## src/rtl/odbiornik_pkg.sv

```systemverilog
// Shared constants for the UART receiver: state codes and default bit timing.
package odbiornik_pkg;

    // Default timing: 100 MHz system clock, 9600 baud.
    localparam int unsigned CLKS_PER_BIT_DEF = 10417;

    // State codes, kept identical to the transmitter's encoding.
    localparam logic [2:0] SPOCZYNEK   = 3'b000;
    localparam logic [2:0] START       = 3'b001;
    localparam logic [2:0] DATA        = 3'b010;
    localparam logic [2:0] STOP        = 3'b011;
    localparam logic [2:0] CZYSZCZENIE = 3'b100;

    // Bit-period counter width: enough to hold n-1, at least one bit.
    function automatic int unsigned cnt_width(input int unsigned n);
        return (n < 32'd2) ? 32'd1 : int'($clog2(n));
    endfunction

endpackage

```

## src/rtl/odbiornik_if.sv

```systemverilog
// Serial line in, received byte and status pulses out.
interface odbiornik_if;

    logic       RXD_i;
    logic [7:0] rxDATA;
    logic       RX_DONE;
    logic       RX_ERR;
    logic       RX_BUSY;

    // Side that drives the line and consumes the received data.
    modport master (
        output RXD_i,
        input  rxDATA,
        input  RX_DONE,
        input  RX_ERR,
        input  RX_BUSY
    );

    // The receiver itself.
    modport slave (
        input  RXD_i,
        output rxDATA,
        output RX_DONE,
        output RX_ERR,
        output RX_BUSY
    );

endinterface

```

## src/rtl/odbiornik_sync_2ff.sv

```systemverilog
// Two-flop synchronizer for the asynchronous serial line; resets to idle (1).
module sync_2ff (
    input  logic clk_i,
    input  logic rst_i,
    input  logic d_i,
    output logic q_o
);

    logic meta_q;
    logic meta_d;
    logic sync_q;
    logic sync_d;

    // Next values: shift the raw input through two stages.
    always_comb begin
        meta_d = d_i;
        sync_d = meta_q;
    end

    // Synchronizer flops, idle-high after reset.
    always_ff @(posedge clk_i or posedge rst_i) begin
        if (rst_i) begin
            meta_q <= 1'b1;
            sync_q <= 1'b1;
        end else begin
            meta_q <= meta_d;
            sync_q <= sync_d;
        end
    end

    assign q_o = sync_q;

endmodule

```

## src/rtl/odbiornik.sv

```systemverilog
// UART receiver, 8N1, LSB first, mid-bit sampling on the synchronized line.
module odbiornik
    import odbiornik_pkg::*;
#(
    parameter int unsigned CLKS_PER_BIT = CLKS_PER_BIT_DEF
) (
    input  logic        clk_i,
    input  logic        rst_i,
    odbiornik_if.slave  rx
);

    localparam int unsigned HALF = CLKS_PER_BIT / 2;
    localparam int unsigned CW   = cnt_width(CLKS_PER_BIT);
    localparam logic [CW-1:0] HALF_TICK = CW'((HALF > 0) ? HALF - 1 : 0);
    localparam logic [CW-1:0] LAST_TICK = CW'(CLKS_PER_BIT - 1);

    logic          rxs;
    logic [2:0]    state_q,       state_d;
    logic [CW-1:0] licznik_q,     licznik_d;
    logic [2:0]    licznik_bit_q, licznik_bit_d;
    logic [7:0]    shift_q,       shift_d;
    logic [7:0]    data_q,        data_d;
    logic          done_q,        done_d;
    logic          err_q,         err_d;
    logic          busy_q,        busy_d;

    sync_2ff u_sync (
        .clk_i (clk_i),
        .rst_i (rst_i),
        .d_i   (rx.RXD_i),
        .q_o   (rxs)
    );

    // Next-state, counters, shift register and output pulses.
    always_comb begin
        state_d       = state_q;
        licznik_d     = licznik_q;
        licznik_bit_d = licznik_bit_q;
        shift_d       = shift_q;
        data_d        = data_q;
        done_d        = 1'b0;
        err_d         = 1'b0;

        case (state_q)
            SPOCZYNEK: begin
                if (!rxs) begin
                    licznik_d     = '0;
                    licznik_bit_d = '0;
                    state_d       = START;
                end
            end
            START: begin
                if (licznik_q == HALF_TICK) begin
                    licznik_d = '0;
                    // A line back high at mid start bit was only a glitch.
                    state_d   = rxs ? SPOCZYNEK : DATA;
                end else begin
                    licznik_d = licznik_q + CW'(1);
                end
            end
            DATA: begin
                if (licznik_q == LAST_TICK) begin
                    licznik_d               = '0;
                    shift_d[licznik_bit_q] = rxs;
                    if (licznik_bit_q == 3'd7) begin
                        licznik_bit_d = '0;
                        state_d       = STOP;
                    end else begin
                        licznik_bit_d = licznik_bit_q + 3'd1;
                    end
                end else begin
                    licznik_d = licznik_q + CW'(1);
                end
            end
            STOP: begin
                if (licznik_q == LAST_TICK) begin
                    licznik_d = '0;
                    if (rxs) begin
                        data_d  = shift_q;
                        done_d  = 1'b1;
                        state_d = SPOCZYNEK;
                    end else begin
                        err_d   = 1'b1;
                        state_d = CZYSZCZENIE;
                    end
                end else begin
                    licznik_d = licznik_q + CW'(1);
                end
            end
            CZYSZCZENIE: begin
                // Hold here through a break so it cannot retrigger.
                if (rxs) begin
                    state_d = SPOCZYNEK;
                end
            end
            default: begin
                state_d = SPOCZYNEK;
            end
        endcase

        busy_d = (state_d != SPOCZYNEK);
    end

    // State and output registers.
    always_ff @(posedge clk_i or posedge rst_i) begin
        if (rst_i) begin
            state_q       <= SPOCZYNEK;
            licznik_q     <= '0;
            licznik_bit_q <= '0;
            shift_q       <= '0;
            data_q        <= '0;
            done_q        <= 1'b0;
            err_q         <= 1'b0;
            busy_q        <= 1'b0;
        end else begin
            state_q       <= state_d;
            licznik_q     <= licznik_d;
            licznik_bit_q <= licznik_bit_d;
            shift_q       <= shift_d;
            data_q        <= data_d;
            done_q        <= done_d;
            err_q         <= err_d;
            busy_q        <= busy_d;
        end
    end

    assign rx.rxDATA  = data_q;
    assign rx.RX_DONE = done_q;
    assign rx.RX_ERR  = err_q;
    assign rx.RX_BUSY = busy_q;

endmodule

```

## src/flat_wrapper.sv

```systemverilog
// flat-port wrapper written by rule: the top's interface ports become plain ports
module odbiornik_flat import odbiornik_pkg::*;
#(
    parameter int unsigned CLKS_PER_BIT = CLKS_PER_BIT_DEF
)
  (clk_i, rst_i, rx_RXD_i, rx_rxDATA, rx_RX_DONE, rx_RX_ERR, rx_RX_BUSY);
  odbiornik_if rx_i ();
  input  logic clk_i;
  input  logic rst_i;
  input wire logic [$bits(rx_i.RXD_i)-1:0] rx_RXD_i;
  output wire logic [$bits(rx_i.rxDATA)-1:0] rx_rxDATA;
  output wire logic [$bits(rx_i.RX_DONE)-1:0] rx_RX_DONE;
  output wire logic [$bits(rx_i.RX_ERR)-1:0] rx_RX_ERR;
  output wire logic [$bits(rx_i.RX_BUSY)-1:0] rx_RX_BUSY;
  assign rx_i.RXD_i = rx_RXD_i;
  assign rx_rxDATA = rx_i.rxDATA;
  assign rx_RX_DONE = rx_i.RX_DONE;
  assign rx_RX_ERR = rx_i.RX_ERR;
  assign rx_RX_BUSY = rx_i.RX_BUSY;
  odbiornik #(.CLKS_PER_BIT(CLKS_PER_BIT)) u_core (.clk_i(clk_i), .rst_i(rst_i), .rx(rx_i));
endmodule
```

## config.mk

```make
export PLATFORM = sky130hd
export DESIGN_NAME = odbiornik_flat
export DESIGN_NICKNAME = d
export VERILOG_FILES = /design/src/rtl/odbiornik_pkg.sv /design/src/rtl/odbiornik_if.sv /design/src/rtl/odbiornik_sync_2ff.sv /design/src/rtl/odbiornik.sv /design/src/flat_wrapper.sv
export SDC_FILE = /design/constraint.sdc
export NUM_CORES = 1
export LEC_CHECK = 0
export CAP_MARGIN = 30
export CORE_ASPECT_RATIO = 1.5
export CORE_MARGIN = 3
export CORE_UTILIZATION = 40
export CTS_CLUSTER_DIAMETER = 50
export DETAILED_ROUTE_END_ITERATION = 8
export SETUP_SLACK_MARGIN = 0.05
export SYNTH_ARGS = -nofsm -noshare
export SYNTH_HDL_FRONTEND = slang
export SYNTH_HIERARCHICAL = 1
export SYNTH_SLANG_ARGS = --single-unit
```

## constraint.sdc

```tcl
create_clock -name clk_i -period 3.99 [get_ports clk_i]
set_clock_uncertainty 0.1 [all_clocks]
set_input_delay 0.9975 -clock clk_i [delete_from_list [all_inputs] [get_ports clk_i]]
set_output_delay 0.9975 -clock clk_i [all_outputs]
set_load 0.03 [all_outputs]
```

==> flow_metrics.tcl <==
set metrics [dict create \
    status "completed" \
    area_growth_syn_to_layout_pct 15.2 \
    yosysWarnings 6 \
    root_buffer "clkbuf_8" \
    synth_compound_area_share_pct 11.7 \
    post-route-period-util_pct 64.0 \
    powerDensity_nw_per_um2 322 \
    grt_pass1_wl_mm 6.83 \
    yosys.area_share.adder_pct 2.50 \
    fin_nets 207 \
    htree_num_levels 2 \
    max_stage_delay_ps 530 \
    path_clk_slew_ps 70 \
    leakagePower_nw 1.05 \
    wl_mm 3.87 \
    timing.fmax_mhz 391 \
    first_pass_iters 4 \
    dp_hpwl_mm 2.82 \
    synthXorXnorAreaFrac_pct 0.437 \
    die-area_um2 5920 \
    min_period_ps 2560 \
    remaining_drc_errors 0 \
    rows 30 \
    cp_max_fo 10 \
    slew_headroom_pct 44.9 \
    drt-wirelength-per-cell_um 14.7 \
    vias 1482 \
    start_util_pct 42.7 \
    combPwrFrac_pct 1.5 \
    clockPowerShare_pct 42.1 \
    dp_cells 256 \
    internal_power_uw 602 \
    vias_per_cell 5.61 \
    post_cts_buffers 0 \
    end_kind "flip-flop" \
    cts_tree "yes" \
    irDropWorstVdd_v 0.000148 \
    synth.avg_cell_area_um2 10.8 \
    io_buffers 13 \
    antenna_found_initial 0 \
    clockBufferDepth 2 \
    ys_ff_latch 41 \
    grtUsageTotal_pct 14.5 \
    clock-sinks 41 \
    worst_pin_slew_ps 826 \
    setup_viol 0 \
    cp.required_ps 4060 \
    first_global_vias 1525 \
    cts_buffers 5 \
    grt_start_max_net_pins 40 \
    ctsHoldBuffers 0 \
    ant_nets 0 \
    hp-class "flip-flop to flip-flop" \
    yosysSeqAreaShare_pct 51.3 \
    boundaryPins 14 \
    drt-initial-drc-count 71 \
    cp-start-kind "flip-flop" \
    die_x_um 63.8 \
    finalMaxSlewViolations 0 \
    grt_overflow 0 \
    synth_top_family_by_area "simple AND/OR/NAND/NOR gates" \
    die_y_um 92.7 \
    drive_gt1_share_pct 16.5 \
    path_cells "or3_1, nor4_4, nand2_2, nor4b_2, mux2_2" \
    seq_power_share_pct 56.4 \
    num-fill-cells 436 \
    fin_cells 264 \
    synthSimpleGateAreaFrac_pct 21.7 \
    antennaDiodeCount 0 \
    crit_type "flip-flop to flip-flop" \
    synthCells 186 \
    gp_congestion 0.864 \
    syn_area_um2 2010 \
    p_total_uw 744 \
    final_cell_mix "dfrtp_1, nand2_1, mux2_2" \
    synth.area.mux_share_pct 9.48 \
    cts-resized-gates 0 \
    cap_violations 0 \
    fin_setup_tns_ps 0 \
    grt_setup_unrepaired "false" \
    finalHoldViolations 0 \
    yosysUniqueCellTypes 42 \
    clock_latency_ps 280 \
    core-area_um2 4690 \
    crit_arrival_ps 2630 \
    p_sw_uw 143 \
    synth_fp_nets 193 \
    switching_share_pct 19.2 \
    crit_slowest_cell "nor4_4" \
    layout_commonest_cell "dfrtp_1" \
]
-- power groups by stage --
stage | clock network, mW | logic, mW | registers [mW]
after CTS | 0.324 | 0.0120 | 0.420
final | 0.314 | 0.0111 | 0.420
after global placement | 0 | 0.0114 | 0.428
after floorplan | 0 | 0.00849 | 0.425
after global routing | 0.350 | 0.0129 | 0.420
after detailed placement | 0 | 0.0119 | 0.428
-- path summary, 6_finish.rpt --
check                                startpoint              endpoint  slack [ps]  depth (start not counted)
hold reg to reg            u_core/u_sync/meta_q     u_core/u_sync/q_o         260                          0
max in group asynchronous                 rst_i  u_core/licznik_q[10]        2380                          3
setup reg to reg            u_core/licznik_q[3]     u_core/shift_q[2]        1430                          5
hold / removal             u_core/u_sync/meta_q     u_core/u_sync/q_o         260                          0
min in group asynchronous                 rst_i     u_core/u_sync/q_o         960                          2
setup / recovery            u_core/licznik_q[3]     u_core/shift_q[2]        1430                          5
-- routing by layer --
layer / track usage, % / share of wire (%) / up-vias
met3: 3.40 / 2.9 / 8
met2: 26.0 / 56 / 27
met4: 6.49 / 1.6 / 0
li1: - / - / 708
met1: 16.0 / 40 / 739
met5: 0 / 0 / -
-- sequential cells by signal, summed over array words and instances, names as in the netlist --
| signal | flops |
|---|---|
| u_core/u_sync/q_o | 1 |
| u_core/state_q | 3 |
| u_core/shift_q | 8 |
| u_core/licznik_bit_q | 3 |
| u_core/rx.RX_BUSY | 1 |
| u_core/rx.RX_ERR | 1 |
| u_core/u_sync/meta_q | 1 |
| u_core/rx.RX_DONE | 1 |
| u_core/licznik_q | 14 |
| u_core/rx.rxDATA | 8 |
-- stage by stage --
stage / hold slack, ps / worst slack, ps / utilization (%) / cell area (µm²)
after global placement: 248 / 1480 / 46.7 / 2190
after detailed placement: 251 / 1430 / 46.7 / 2190
after CTS: 262 / 1420 / 48.9 / 2300
after global routing: 265 / 1220 / 49.2 / 2310
final: 260 / 1430 / 49.2 / 2310
after floorplan: 245 / 1610 / - / 2010
-- worst max-delay path: cells and delay by family, from the launching register on --
family        cells  cell delay, ps
flops             1             440
simple gates      4            1540
mux               1             360
-- layout make-up --
class | instances | area [µm²] | area share [%]
Timing Repair Buffer | 15 | 151 | 6.55
Clock inverter | 2 | 35.0 | 1.52
Tap cell | 64 | 80.1 | 3.47
Inverter | 7 | 26.3 | 1.14
Sequential cell | 41 | 1030 | 44.5
Multi-Input combinational cell | 130 | 920 | 39.8
Clock buffer | 5 | 68.8 | 2.98
-- cells by family (layout without fill, tap and decap cells) --
kind of cell	after synthesis	count (layout)
buffers and inverters	15	29
AO/OA/AOI/OAI	34	34
multiplexers	17	17
XOR/XNOR	1	1
adder cells (fa/ha/maj)	4	4
AND/OR/NAND/NOR	74	74
flip-flops	41	41
-- cells in the mapped netlist, drive strengths merged --
| master | count | area share (%) |
|---|---|---|
| nor2b | 4 | 1.2 |
| buf | 1 | 0.25 |
| nand4bb | 2 | 1.1 |
| a22o | 3 | 1.3 |
| a31oi | 7 | 2.2 |
| or4b | 1 | 0.69 |
| or3 | 3 | 0.94 |
| nand2 | 19 | 3.7 |
| mux2i | 1 | 0.50 |
| nand4b | 1 | 0.44 |
| a21oi | 4 | 1.0 |
| o31ai | 2 | 0.75 |
| a41oi | 2 | 0.87 |
| o21ba | 1 | 0.50 |
| and2 | 1 | 0.31 |
| xor2 | 1 | 0.44 |
| o21ai | 10 | 2.5 |
| o31a | 1 | 0.44 |
| o32a | 1 | 0.50 |
| and4 | 1 | 0.44 |
| mux2 | 16 | 9.0 |
| ha | 4 | 2.5 |
| dfstp | 2 | 2.6 |
| o32ai | 1 | 0.81 |
| nand2b | 4 | 1.2 |
| and3 | 4 | 1.2 |
| dfrtp | 39 | 49 |
| inv | 7 | 1.3 |
| a221o | 1 | 0.50 |
| nor2 | 6 | 1.1 |
| nor3 | 9 | 2.2 |
| clkbuf | 7 | 1.3 |
| nor4 | 4 | 2.3 |
| nand3 | 11 | 3.0 |
| nor4b | 1 | 0.75 |
| a21o | 1 | 0.37 |
| nand4 | 3 | 0.94 |
(Power assumes the default switching activity.)
